--- src/rtl/ctrl_pkg.sv ---
// Shared definitions for the accumulator-machine controller and its ALU:
// controller state encoding, instruction opcodes and ALU operation selects.
package ctrl_pkg;

    typedef enum logic [2:0] {
        FETCH1 = 3'd0,
        FETCH2 = 3'd1,
        DECODE = 3'd2,
        OPADDR = 3'd3,
        MEMRD  = 3'd4,
        MEMWR  = 3'd5,
        HALT   = 3'd6
    } state_e;

    localparam logic [3:0] OP_NOP = 4'h0;
    localparam logic [3:0] OP_LDA = 4'h1;
    localparam logic [3:0] OP_STA = 4'h2;
    localparam logic [3:0] OP_ADD = 4'h3;
    localparam logic [3:0] OP_SUB = 4'h4;
    localparam logic [3:0] OP_AND = 4'h5;
    localparam logic [3:0] OP_OR  = 4'h6;
    localparam logic [3:0] OP_NOT = 4'h7;
    localparam logic [3:0] OP_JMP = 4'h8;
    localparam logic [3:0] OP_JZ  = 4'h9;
    localparam logic [3:0] OP_JN  = 4'hA;
    localparam logic [3:0] OP_HLT = 4'hF;

    localparam logic [2:0] ALU_PASS = 3'd0;
    localparam logic [2:0] ALU_ADD  = 3'd1;
    localparam logic [2:0] ALU_SUB  = 3'd2;
    localparam logic [2:0] ALU_AND  = 3'd3;
    localparam logic [2:0] ALU_OR   = 3'd4;
    localparam logic [2:0] ALU_NOT  = 3'd5;

    // ALU operation for the memory-operand instructions completed in MEMRD.
    function automatic logic [2:0] alu_sel_for(input logic [3:0] opcode);
        case (opcode)
            OP_ADD:  return ALU_ADD;
            OP_SUB:  return ALU_SUB;
            OP_AND:  return ALU_AND;
            OP_OR:   return ALU_OR;
            default: return ALU_PASS;
        endcase
    endfunction

    // States that wait on MEM_READY and are therefore covered by the timer.
    function automatic logic is_wait_state(input state_e s);
        return (s == FETCH2) || (s == MEMRD) || (s == MEMWR);
    endfunction

endpackage

--- src/rtl/mem_wait_timer.sv ---
// Memory wait-state timer: counts consecutive MEM_READY-low cycles inside a
// wait state and flags the cycle in which the wait limit is exhausted.
module mem_wait_timer #(
    parameter int MEM_WAIT_MAX = 15
) (
    input  logic clk,
    input  logic reset,
    input  logic start_i,      // next cycle enters a wait state
    input  logic active_i,     // current cycle is a wait state
    input  logic mem_ready_i,
    output logic expired_o
);

    localparam int CW = (MEM_WAIT_MAX > 0) ? $clog2(MEM_WAIT_MAX + 1) : 1;
    localparam logic [CW-1:0] LIMIT = CW'(MEM_WAIT_MAX);

    logic [CW-1:0] count_q;

    // Wait counter: cleared on entry, advances on each stalled cycle, holds at the limit.
    always_ff @(posedge clk) begin
        // NOTE: sequential state is written with <= so every register samples pre-edge values.
        if (reset) begin
            count_q <= '0;
        end else if (start_i) begin
            count_q <= '0;
        end else if (active_i && !mem_ready_i && (count_q != LIMIT)) begin
            count_q <= count_q + CW'(1);
        end
    end

    // A ready memory in the limit cycle still completes, so only a stalled one expires.
    assign expired_o = active_i && !mem_ready_i && (count_q == LIMIT);

endmodule

--- src/rtl/control_unit.sv ---
// Hardwired controller for an 8-bit accumulator machine.
// Optional feature: define CTRL_ILLEGAL_TRAP_EN to halt on opcodes B-E and
// raise ILLEGAL; by default those opcodes execute as NOP and ILLEGAL is 0.
module control_unit
    import ctrl_pkg::*;
#(
    parameter int MEM_WAIT_MAX = 15
) (
    input  logic       clk,
    input  logic       reset,
    input  logic [3:0] OPCODE,
    input  logic       Z_FLAG,
    input  logic       N_FLAG,
    input  logic       MEM_READY,
    output logic       LOAD_MAR,
    output logic       ADDR_SEL,
    output logic       MEM_RD,
    output logic       MEM_WR,
    output logic       LOAD_IR,
    output logic       INC_PC,
    output logic       LOAD_PC,
    output logic       LOAD_AC,
    output logic [2:0] ALU_SEL,
    output logic       HALTED,
    output logic       TIMEOUT,
    output logic       ILLEGAL
);

    state_e state_q, state_d;
    logic   timeout_q;
    logic   wait_expired;
    logic   wait_start;
`ifdef CTRL_ILLEGAL_TRAP_EN
    logic   illegal_q;
    logic   illegal_trap;
`endif

    assign wait_start = is_wait_state(state_d) && (state_d != state_q);

    mem_wait_timer #(
        .MEM_WAIT_MAX (MEM_WAIT_MAX)
    ) u_wait_timer (
        .clk         (clk),
        .reset       (reset),
        .start_i     (wait_start),
        .active_i    (is_wait_state(state_q)),
        .mem_ready_i (MEM_READY),
        .expired_o   (wait_expired)
    );

    // State register and sticky timeout flag.
    always_ff @(posedge clk) begin
        if (reset) begin
            state_q   <= FETCH1;
            timeout_q <= 1'b0;
        end else begin
            state_q <= state_d;
            if (wait_expired) begin
                timeout_q <= 1'b1;
            end
        end
    end

`ifdef CTRL_ILLEGAL_TRAP_EN
    // Sticky illegal-opcode flag.
    always_ff @(posedge clk) begin
        if (reset) begin
            illegal_q <= 1'b0;
        end else if (illegal_trap) begin
            illegal_q <= 1'b1;
        end
    end
    assign ILLEGAL = illegal_q && !reset;
`else
    assign ILLEGAL = 1'b0;
`endif

    assign TIMEOUT = timeout_q && !reset;

    // Next-state and strobe decode; reset forces every strobe low.
    always_comb begin
        // NOTE: every output gets a default first so no path leaves a latch behind.
        state_d  = state_q;
        LOAD_MAR = 1'b0;
        ADDR_SEL = 1'b0;
        MEM_RD   = 1'b0;
        MEM_WR   = 1'b0;
        LOAD_IR  = 1'b0;
        INC_PC   = 1'b0;
        LOAD_PC  = 1'b0;
        LOAD_AC  = 1'b0;
        ALU_SEL  = ALU_PASS;
        HALTED   = 1'b0;
`ifdef CTRL_ILLEGAL_TRAP_EN
        illegal_trap = 1'b0;
`endif
        if (!reset) begin
            case (state_q)
                FETCH1: begin
                    LOAD_MAR = 1'b1;
                    state_d  = FETCH2;
                end
                FETCH2: begin
                    MEM_RD = 1'b1;
                    if (MEM_READY) begin
                        LOAD_IR = 1'b1;
                        INC_PC  = 1'b1;
                        state_d = DECODE;
                    end else if (wait_expired) begin
                        state_d = HALT;
                    end
                end
                DECODE: begin
                    state_d = FETCH1;
                    case (OPCODE)
                        OP_LDA, OP_STA, OP_ADD, OP_SUB, OP_AND, OP_OR: state_d = OPADDR;
                        OP_NOT: begin
                            LOAD_AC = 1'b1;
                            ALU_SEL = ALU_NOT;
                        end
                        OP_JMP:  LOAD_PC = 1'b1;
                        OP_JZ:   LOAD_PC = Z_FLAG;
                        OP_JN:   LOAD_PC = N_FLAG;
                        OP_HLT:  state_d = HALT;
`ifdef CTRL_ILLEGAL_TRAP_EN
                        4'hB, 4'hC, 4'hD, 4'hE: begin
                            illegal_trap = 1'b1;
                            state_d      = HALT;
                        end
`endif
                        default: state_d = FETCH1;
                    endcase
                end
                OPADDR: begin
                    LOAD_MAR = 1'b1;
                    ADDR_SEL = 1'b1;
                    state_d  = (OPCODE == OP_STA) ? MEMWR : MEMRD;
                end
                MEMRD: begin
                    MEM_RD = 1'b1;
                    if (MEM_READY) begin
                        LOAD_AC = 1'b1;
                        ALU_SEL = alu_sel_for(OPCODE);
                        state_d = FETCH1;
                    end else if (wait_expired) begin
                        state_d = HALT;
                    end
                end
                MEMWR: begin
                    MEM_WR = 1'b1;
                    if (MEM_READY) begin
                        state_d = FETCH1;
                    end else if (wait_expired) begin
                        state_d = HALT;
                    end
                end
                HALT: begin
                    HALTED = 1'b1;
                end
                default: state_d = FETCH1;
            endcase
        end
    end

endmodule

--- config.mk ---
export PLATFORM = sky130hd
export DESIGN_NAME = control_unit
export DESIGN_NICKNAME = d
export VERILOG_FILES = /design/src/rtl/ctrl_pkg.sv /design/src/rtl/mem_wait_timer.sv /design/src/rtl/control_unit.sv
export SDC_FILE = /design/constraint.sdc
export NUM_CORES = 1
export LEC_CHECK = 0
export ABC_AREA = 1
export CORE_MARGIN = 1.5
export CORE_UTILIZATION = 47
export CTS_CLUSTER_SIZE = 14
export DETAILED_ROUTE_END_ITERATION = 6
export GPL_ROUTABILITY_DRIVEN = 0
export PLACE_DENSITY = 0.85
export SYNTH_ARGS = -nofsm -noshare
export SYNTH_HDL_FRONTEND = slang
export SYNTH_SLANG_ARGS = --single-unit
--- constraint.sdc ---
create_clock -name clk -period 3.4 [get_ports clk]
set_input_delay 0.34 -clock clk [delete_from_list [all_inputs] [get_ports clk]]
set_output_delay 0.34 -clock clk [all_outputs]
set_load 0.01 [all_outputs]
==> results.yml, run 1 <==
outcome:
  outcome: "complete, no violations"
synth:
  number_of_register_bits_inferred_by_synthesis: 8
  synth_top_area_share_pct: 23.9
  synth_seq_area_share_pct: 23.9
  synth_async_sr_flop_share_pct: 0
  yosys-top-cells-area: "sky130_fd_sc_hd__dfxtp_1, sky130_fd_sc_hd__nand2_1, sky130_fd_sc_hd__nor2_1"
  post_synth_most_frequent_cells: "sky130_fd_sc_hd__nand2_1, sky130_fd_sc_hd__nor2_1, sky130_fd_sc_hd__nand3_1"
  syn_nets: 130
  post_synth.cell_area_avg_um2: 5.59
  synth_largest_area_cell: "sky130_fd_sc_hd__dfxtp_1"
  synth_most_common_cell: "sky130_fd_sc_hd__nand2_1"
  synthesis_warnings: 0
  postSynth.topFlopCell: "sky130_fd_sc_hd__dfxtp_1"
  synthCells: 120
  number_of_enable_type_register_cells_in_the_synthesized_netlist: 0
  post_synth_instance_area_um2: 671
  synthDistinctLibCells: 21
worst_setup_path:
  worstPathRequired_ns: 3.06
  critical_path.reg2reg.startpoint: "u_wait_timer.count_q[0]"
  critPathArrivalTime_ns: 2.07
  worstRegToRegCells: 7
  cp_cell_sequence: "clkdlybuf4s50_1 > nand2_1 > inv_1 > nand2_1 > o21ai_0 > nand2_1 > nor2_1 > clkdlybuf4s50_1"
  critical_register_to_register_path_endpoint: "state_q[1]"
  crit_type: "input port to primary output"
  crit_path_end_kind: "primary output"
  critical_path.startpoint_type: "input port"
  cp_common_cell: "sky130_fd_sc_hd__nand2_1"
  timing.reg2reg.setup_slack_ns: 2.07
  critPathCapture: "ALU_SEL[2]"
  worst_setup_path_startpoint: "OPCODE[2]"
  slowest_delay_ns: 0.56
  cpMaxStageDelayCell: "sky130_fd_sc_hd__clkdlybuf4s50_1"
  critical_path.max_fanout: 5
detailed_routing:
  drtAntennaViolNets: 0
  router_iterations_before_antenna_repair: 4
  drt-vias-per-instance: 5.19
  drt_first_iter_violations: 29
  via_count: 809
  postRouteWirelength_um: 1650
  drc_errors_left: 0
  wire_per_inst_um: 10.6
global_routing:
  global_route.usage.met2_pct: 44.4
  gr-usage-met1_pct: 25.7
  globalRoute.busiestLayer: "met2"
  grt_util_all_layers_pct: 24.1
  number_of_global_route_vias_before_repair: 716
  globalRoute.totalOverflow: 0
  grt_first_pass_wirelength_um: 2670
  grt_max_degree: 12
  initial_antenna_violation_count: 0
  globalRouteMet3Util_pct: 3.26
timing:
  hold_viol: 0
  skew_ns: 0.00716
  min_period_over_period_pct: 70.8
  worst_slack_ns: 0.991
  rsz0062_at_grt: "no"
  setup-tns-final_ns: 0
  slew_viol_final: 0
  post-route-min-period_ns: 2.41
  max_clock_freq_mhz: 415
  worst_hold_slack_after_final_layout_ns: 0.472
  report.final.setup_viol: 0
finish:
  drive_above_1_share_pct: 7.09
  synthToLayoutAreaGrowth_pct: 34.7
  antenna-diode-count: 0
  num-nets-final: 153
min_path:
  hold_path_class: "register to register"
  holdPathStages: 2
clock_tree:
  numCtsBuffers: 3
  post_cts.repair.setup_buffers: 0
  cts_hold_buffers: 0
  tritoncts_clock_tree: "done"
  tritoncts_num_sinks: 8
  clk_transition_reported_paths_ns: 0.05
  htreeDepth: 1
  ctsRootBufferMaster: "sky130_fd_sc_hd__clkbuf_4"
  worstSkewPairLatency_ns: 0.25
  cts_max_path_bufs: 2
  post_cts_resized: 0
floorplanning:
  design.core.area_um2: 1320
  die_height_um: 40.8
  io_pins: 23
  die_outline_area_um2: 1660
  core.rowCount: 13
  initial_utilization_pct: 50.9
  die_w_um: 40.8
run:
  number_of_max_cap_violations: 0
place:
  place.port_buffers: 21
  pre_cts_slack_ns: 1.00
  hpwl_um: 1370
power:
  max-vdd-ir-drop_mv: 0.218
  pwr_density_cell_nw_per_um2: 269
  static-leakage-power_nw: 0.404
[worst max-delay path, delay by kind of cell]
| kind | cells | cell delay [ns] |
|---|---|---|
| AOI/OAI and AO/OA | 1 | 0.15 |
| buffers and inverters | 3 | 1.19 |
| and+or+nand+nor | 4 | 0.40 |
[routing by layer]
layer / vias to the layer above / wire (um)
met1: 358 / 708
li1: 426 / -
met4: 0 / 14
met5: - / 0
met2: 23 / 843
met3: 2 / 81
[how the worst min path moves through the flow]
stage / from / end
after floorplan: timeout_q / timeout_q
after global placement: timeout_q / timeout_q
after detailed placement: timeout_q / timeout_q
after CTS: timeout_q / timeout_q
after global routing: timeout_q / timeout_q
final: timeout_q / timeout_q
[cells in the final DEF (no fill, tap or decap), types with 2 or more instances in the layout]
cell type / n
sky130_fd_sc_hd__nand3_1: 16
sky130_fd_sc_hd__nor3_1: 2
sky130_fd_sc_hd__dfxtp_1: 8
sky130_fd_sc_hd__a21oi_1: 9
sky130_fd_sc_hd__nand2_1: 28
sky130_fd_sc_hd__nand2_2: 3
sky130_fd_sc_hd__inv_2: 2
sky130_fd_sc_hd__inv_1: 14
sky130_fd_sc_hd__o21ai_0: 4
sky130_fd_sc_hd__nor2_1: 22
sky130_fd_sc_hd__clkbuf_4: 3
sky130_fd_sc_hd__clkdlybuf4s50_1: 21
[cells by family (layout without fill, tap and decap cells)]
group           after synthesis  count (layout)  synth area share (%)
xor+xnor                      1               1                  1.31
other cells                   1               1                 0.559
buf+inv                      20              41                  12.3
compound gates               14              14                  10.8
fa+ha+maj                     1               1                  1.87
flops                         8               8                  23.9
simple gates                 75              75                  49.3
[area by class of cell]
class	count	area (um^2)
multi-input combinational	92	428
fill	124	414
inverter	17	63.8
sequential	8	160
clock buffer	3	22.5
tap	15	18.8
timing repair buffer	21	210
[through the flow]
step	std cells	cell area, um^2	power (mW)	utilization [%]
2_1_floorplan	120	671	0.145	-
4_1_cts	156	903	0.246	68.6
3_3_place_gp	153	881	0.170	66.9
5_1_grt	156	903	0.260	68.6
3_5_place_dp	153	881	0.172	66.9
6_report	156	903	0.243	68.6
[flip-flops by register name (all words and copies together), names as in the netlist]
name and cells:
state_q 3, timeout_q 1, u_wait_timer.count_q 4
[power by group]
part / internal [mW] / switching (mW) / total, mW / leakage, nW
Combinational: 0.0292 / 0.0400 / 0.0691 / 0.325
Sequential: 0.0970 / 0.00449 / 0.101 / 0.0649
Clock: 0.0404 / 0.0318 / 0.0722 / 0.0138
No activity file was read; power rests on OpenSTA's default activity.
==> run 2: changes to the inputs <==
--- a/config.mk
+++ b/config.mk
@@ -7,11 +7,11 @@
 export LEC_CHECK = 0
 export ABC_AREA = 1
 export CORE_MARGIN = 1.5
-export CORE_UTILIZATION = 47
+export CORE_UTILIZATION = 44
 export CTS_CLUSTER_SIZE = 14
 export DETAILED_ROUTE_END_ITERATION = 6
 export GPL_ROUTABILITY_DRIVEN = 0
-export PLACE_DENSITY = 0.85
+export PLACE_DENSITY = 0.81
 export SYNTH_ARGS = -nofsm -noshare
 export SYNTH_HDL_FRONTEND = slang
 export SYNTH_SLANG_ARGS = --single-unit
==> constraint.sdc (replaced) <==
create_clock -name clk -period 2.53 [get_ports clk]
set_input_delay 0.253 -clock clk [delete_from_list [all_inputs] [get_ports clk]]
set_output_delay 0.253 -clock clk [all_outputs]
set_load 0.01 [all_outputs]
==> results.yml, run 2 (synthesized netlist as in run 1, its figures left out) <==
outcome:
  outcome: "complete, no violations"
finish:
  drive_above_1_share_pct: 7.09
  final_common_cell: "sky130_fd_sc_hd__nand2_1"
  num-nets-final: 153
  top_library_cells_by_usage_in_the_layout_fill_and_taps_aside: "sky130_fd_sc_hd__nand2_1, sky130_fd_sc_hd__nor2_1, sky130_fd_sc_hd__clkdlybuf4s50_1, sky130_fd_sc_hd__nand3_1, sky130_fd_sc_hd__inv_1"
  flip_flop_count_of_the_largest_register_all_copies_and_words_added: 4
  synthToLayoutAreaGrowth_pct: 34.7
  regMostFlops: "u_wait_timer.count_q"
  final.fill_count: 126
  antenna-diode-count: 0
  finalNonFillerCells: 156
  top_regs: "u_wait_timer.count_q x4, state_q x3, timeout_q x1"
global_routing:
  globalRoute.busiestLayer: "met2"
  globalRouteMet3Util_pct: 3.88
  gr-usage-met1_pct: 25.3
  grt_max_degree: 12
  global_route.usage.met2_pct: 32.5
  globalRoute.totalOverflow: 0
  initial_antenna_violation_count: 0
  grt_util_all_layers_pct: 19.4
  grt_first_pass_wirelength_um: 2690
  number_of_global_route_vias_before_repair: 650
clock_tree:
  ctsRootBufferMaster: "sky130_fd_sc_hd__clkbuf_4"
  post_cts_resized: 0
  worstSkewPairLatency_ns: 0.25
  htreeDepth: 1
  post_cts.repair.setup_buffers: 0
  tritoncts_num_sinks: 8
  numCtsBuffers: 3
  cts_hold_buffers: 0
  clk_transition_reported_paths_ns: 0.05
  tritoncts_clock_tree: "done"
  cts_max_path_bufs: 2
power:
  max-vdd-ir-drop_mv: 0.262
  p_switching_uw: 99.9
  pwr_density_cell_nw_per_um2: 358
  power_frac_comb_pct: 28.4
  clkPwrFrac_pct: 29.5
  share_seq_of_total_power_pct: 42.1
  sw_frac_of_total_pct: 30.9
  static-leakage-power_nw: 0.404
  internal_power_uw: 224
worst_setup_path:
  critPathArrivalTime_ns: 1.93
  crit_path_end_kind: "primary output"
  worstPathRequired_ns: 2.28
  cp_common_cell: "sky130_fd_sc_hd__nand2_1"
  cpMaxStageDelayCell: "sky130_fd_sc_hd__clkdlybuf4s50_1"
  critical_path.startpoint_type: "input port"
  worst_setup_path_startpoint: "OPCODE[2]"
  critical_path.max_fanout: 5
  slowest_delay_ns: 0.55
  crit_type: "input port to primary output"
  cp_cell_sequence: "clkdlybuf4s50_1 > nand2_1 > inv_1 > nand2_1 > o21ai_0 > nand2_1 > nor2_1 > clkdlybuf4s50_1"
  critical_path.reg2reg.startpoint: "u_wait_timer.count_q[0]"
place:
  place.port_buffers: 21
  place_inst: 153
  hpwl_um: 1350
detailed_routing:
  drt_first_iter_violations: 30
  postRouteWirelength_um: 1610
  drt-vias-per-instance: 5.22
  wire_per_inst_um: 10.3
  drtAntennaViolNets: 0
  router_iterations_before_antenna_repair: 5
  via_count: 814
  drc_errors_left: 0
floorplanning:
  design.core.area_um2: 1370
  die_height_um: 42.0
  die_w_um: 42.0
  io_pins: 23
  die_outline_area_um2: 1770
  core.rowCount: 13
  initial_utilization_pct: 49.1
timing:
  hold_viol: 0
  rsz0062_at_grt: "no"
  post-route-min-period_ns: 2.19
  report.final.setup_viol: 0
  setup-tns-final_ns: 0
  slew_viol_final: 0
  skew_ns: 0.000478
  max_clock_freq_mhz: 457
  min_period_over_period_pct: 86.4
min_path:
  timing.hold.worst.start: "timeout_q"
  hold_path_class: "register to register"
run:
  number_of_max_cap_violations: 0
run 2: stage by stage:
stage                     total power [mW]  util (%)  cell area (um^2)  setup slack, ns  hold slack, ns
final                                0.324      66.1               903            0.343           0.462
after global routing                 0.349      66.1               903            0.171           0.497
after CTS                            0.328      66.1               903            0.345           0.464
after detailed placement             0.231      64.5               881            0.355           0.457
after global placement               0.229      64.5               881            0.375           0.447
after floorplan                      0.195         -               671             1.24           0.436
run 2: layout make-up:
cell class | instances | area [um^2] | area share [%]
clock buffer | 3 | 22.5 | 2.49
inverter | 17 | 63.8 | 7.06
multi-input combinational | 92 | 428 | 47.4
sequential | 8 | 160 | 17.7
tap | 15 | 18.8 | 2.08
timing repair buffer | 21 | 210 | 23.3
run 2: critical path, delay by kind of cell:
family,cells,cell delay (ns)
AOI/OAI and AO/OA,1,0.14
buffers and inverters,3,1.17
and+or+nand+nor,4,0.36
run 2: path summary, 6_finish.rpt:
path,end,slack [ns],cells after the start
worst max register to register,state_q[1],1.21,7
worst max-delay path,ALU_SEL[2],0.34,8
worst min register to register,timeout_q,0.46,2
worst min-delay path,timeout_q,0.46,2
run 2: power by group through the flow:
stage               sequential, mW  combinational (mW)  clock [mW]
floorplan                    0.137              0.0580           0
global placement             0.138              0.0909           0
detailed placement           0.139              0.0921           0
CTS                          0.136              0.0924      0.0993
global route                 0.137               0.102       0.110
finish                       0.136              0.0919      0.0955
run 2: metal layers:
layer  part of all wire [%]  routed length (um)
met1                     43                 697
met2                     49                 793
met3                    6.4                 103
met4                    1.1                  17
met5                      0                   0
==> run 3: changes to the inputs <==
--- a/config.mk
+++ b/config.mk
@@ -6,12 +6,14 @@
 export NUM_CORES = 1
 export LEC_CHECK = 0
 export ABC_AREA = 1
+export CAP_MARGIN = 30
 export CORE_MARGIN = 1.5
-export CORE_UTILIZATION = 44
+export CORE_UTILIZATION = 46
+export CTS_BUF_LIST = sky130_fd_sc_hd__clkbuf_2
 export CTS_CLUSTER_SIZE = 14
 export DETAILED_ROUTE_END_ITERATION = 6
 export GPL_ROUTABILITY_DRIVEN = 0
-export PLACE_DENSITY = 0.81
+export PLACE_DENSITY = 0.84
 export SYNTH_ARGS = -nofsm -noshare
 export SYNTH_HDL_FRONTEND = slang
 export SYNTH_SLANG_ARGS = --single-unit
==> results.yml, run 3 (synthesized netlist as in run 1, its figures left out) <==
detailed_routing:
  drc_errors_left: 0
  drt_first_iter_violations: 46
  drtAntennaViolNets: 0
  via_count: 834
  wire_per_inst_um: 11.1
  postRouteWirelength_um: 1720
  router_iterations_before_antenna_repair: 4
  drt-vias-per-instance: 5.35
timing:
  slew_viol_final: 0
  max_clock_freq_mhz: 452
  setup-tns-final_ns: 0
  worst_hold_slack_after_final_layout_ns: 0.456
  post-route-min-period_ns: 2.21
  min_period_over_period_pct: 87.5
  hold_viol: 0
  rsz0062_at_grt: "no"
  report.final.setup_viol: 0
  skew_ns: 0.00554
floorplanning:
  die_outline_area_um2: 1700
  core.rowCount: 13
  design.core.area_um2: 1330
  io_pins: 23
  die_w_um: 41.2
  initial_utilization_pct: 50.3
  die_height_um: 41.2
worst_setup_path:
  worstRegToRegCells: 7
  cp_cell_sequence: "clkdlybuf4s50_1 > nand2_1 > inv_1 > nand2_1 > o21ai_0 > nand2_1 > nor2_1 > clkdlybuf4s50_1"
  critPathArrivalTime_ns: 1.96
  worstPathRequired_ns: 2.28
  critical_path.max_fanout: 5
  crit_path_end_kind: "primary output"
  cp_common_cell: "sky130_fd_sc_hd__nand2_1"
  critical_path.startpoint_type: "input port"
  slowest_delay_ns: 0.54
  cpMaxStageDelayCell: "sky130_fd_sc_hd__clkdlybuf4s50_1"
  crit_type: "input port to primary output"
clock_tree:
  htreeDepth: 1
  post_cts.repair.setup_buffers: 0
  clk_transition_reported_paths_ns: 0.07
  numCtsBuffers: 3
  post_cts_resized: 0
  tritoncts_clock_tree: "done"
  cts_max_path_bufs: 2
  cts_hold_buffers: 0
  tritoncts_num_sinks: 8
  worstSkewPairLatency_ns: 0.24
  ctsRootBufferMaster: "sky130_fd_sc_hd__clkbuf_2"
global_routing:
  initial_antenna_violation_count: 0
  globalRouteMet3Util_pct: 3.26
  grt_first_pass_wirelength_um: 2490
  number_of_global_route_vias_before_repair: 584
  gr-usage-met1_pct: 31.8
  globalRoute.busiestLayer: "met2"
  global_route.usage.met2_pct: 34.4
  globalRoute.totalOverflow: 0
  grt_max_degree: 12
  grt_util_all_layers_pct: 22.4
outcome:
  outcome: "complete, no violations"
place:
  place_inst: 153
  hpwl_um: 1350
  place.port_buffers: 21
power:
  pwr_density_cell_nw_per_um2: 342
  total_power_uw: 306
  max-vdd-ir-drop_mv: 0.246
  static-leakage-power_nw: 0.402
min_path:
  hold_path_class: "register to register"
  holdPathStages: 2
finish:
  antenna-diode-count: 0
  top_regs: "u_wait_timer.count_q x4, state_q x3, timeout_q x1"
  flip_flop_count_of_the_largest_register_all_copies_and_words_added: 4
  fin_util_pct: 67.2
  top_library_cells_by_usage_in_the_layout_fill_and_taps_aside: "sky130_fd_sc_hd__nand2_1, sky130_fd_sc_hd__nor2_1, sky130_fd_sc_hd__clkdlybuf4s50_1, sky130_fd_sc_hd__nand3_1, sky130_fd_sc_hd__inv_1"
  final_common_cell: "sky130_fd_sc_hd__nand2_1"
  drive_above_1_share_pct: 7.09
  synthToLayoutAreaGrowth_pct: 33.6
  final.fill_count: 118
  num-nets-final: 153
  regMostFlops: "u_wait_timer.count_q"
  finalNonFillerCells: 156
run:
  number_of_max_cap_violations: 0
## run 3: cell counts in the layout (fill, tap and decap cells not counted)
No cell type changed its count.
## run 3: path summary, 6_finish.rpt
kind,from,to,slack (ns)
setup / recovery,OPCODE[1],ALU_SEL[0],0.32
hold / removal,timeout_q,timeout_q,0.46
setup reg to reg,u_wait_timer.count_q[0],state_q[1],1.20
hold reg to reg,timeout_q,timeout_q,0.46
## run 3: final cells by class
cell class	instances	area [um^2]	area share, %
Multi-Input combinational cell	92	428	47.8
Inverter	17	63.8	7.12
Tap cell	15	18.8	2.09
Timing Repair Buffer	21	210	23.5
Sequential cell	8	160	17.9
Clock buffer	3	15.0	1.68
## run 3: power by group
part | switching, mW | internal, mW | total (mW)
combinational | 0.0551 | 0.0392 | 0.0944
sequential | 0.00591 | 0.130 | 0.136
clock | 0.0435 | 0.0323 | 0.0758
## run 3: per-layer routing
metal | vias up | routed length, um
met1 | 365 | 776
met4 | 0 | 6
li1 | 425 | -
met5 | - | 0
met3 | 2 | 128
met2 | 42 | 813
## run 3: per-stage QoR
step	cell area, um^2	setup slack [ns]
2_1_floorplan	671	1.24
3_3_place_gp	881	0.398
3_5_place_dp	881	0.341
4_1_cts	896	0.333
5_1_grt	896	0.192
6_report	896	0.316
## run 3: critical path: cells and delay by family
family | cells | cell delay [ns]
and+or+nand+nor | 4 | 0.39
AOI/OAI and AO/OA | 1 | 0.15
buffers and inverters | 3 | 1.17
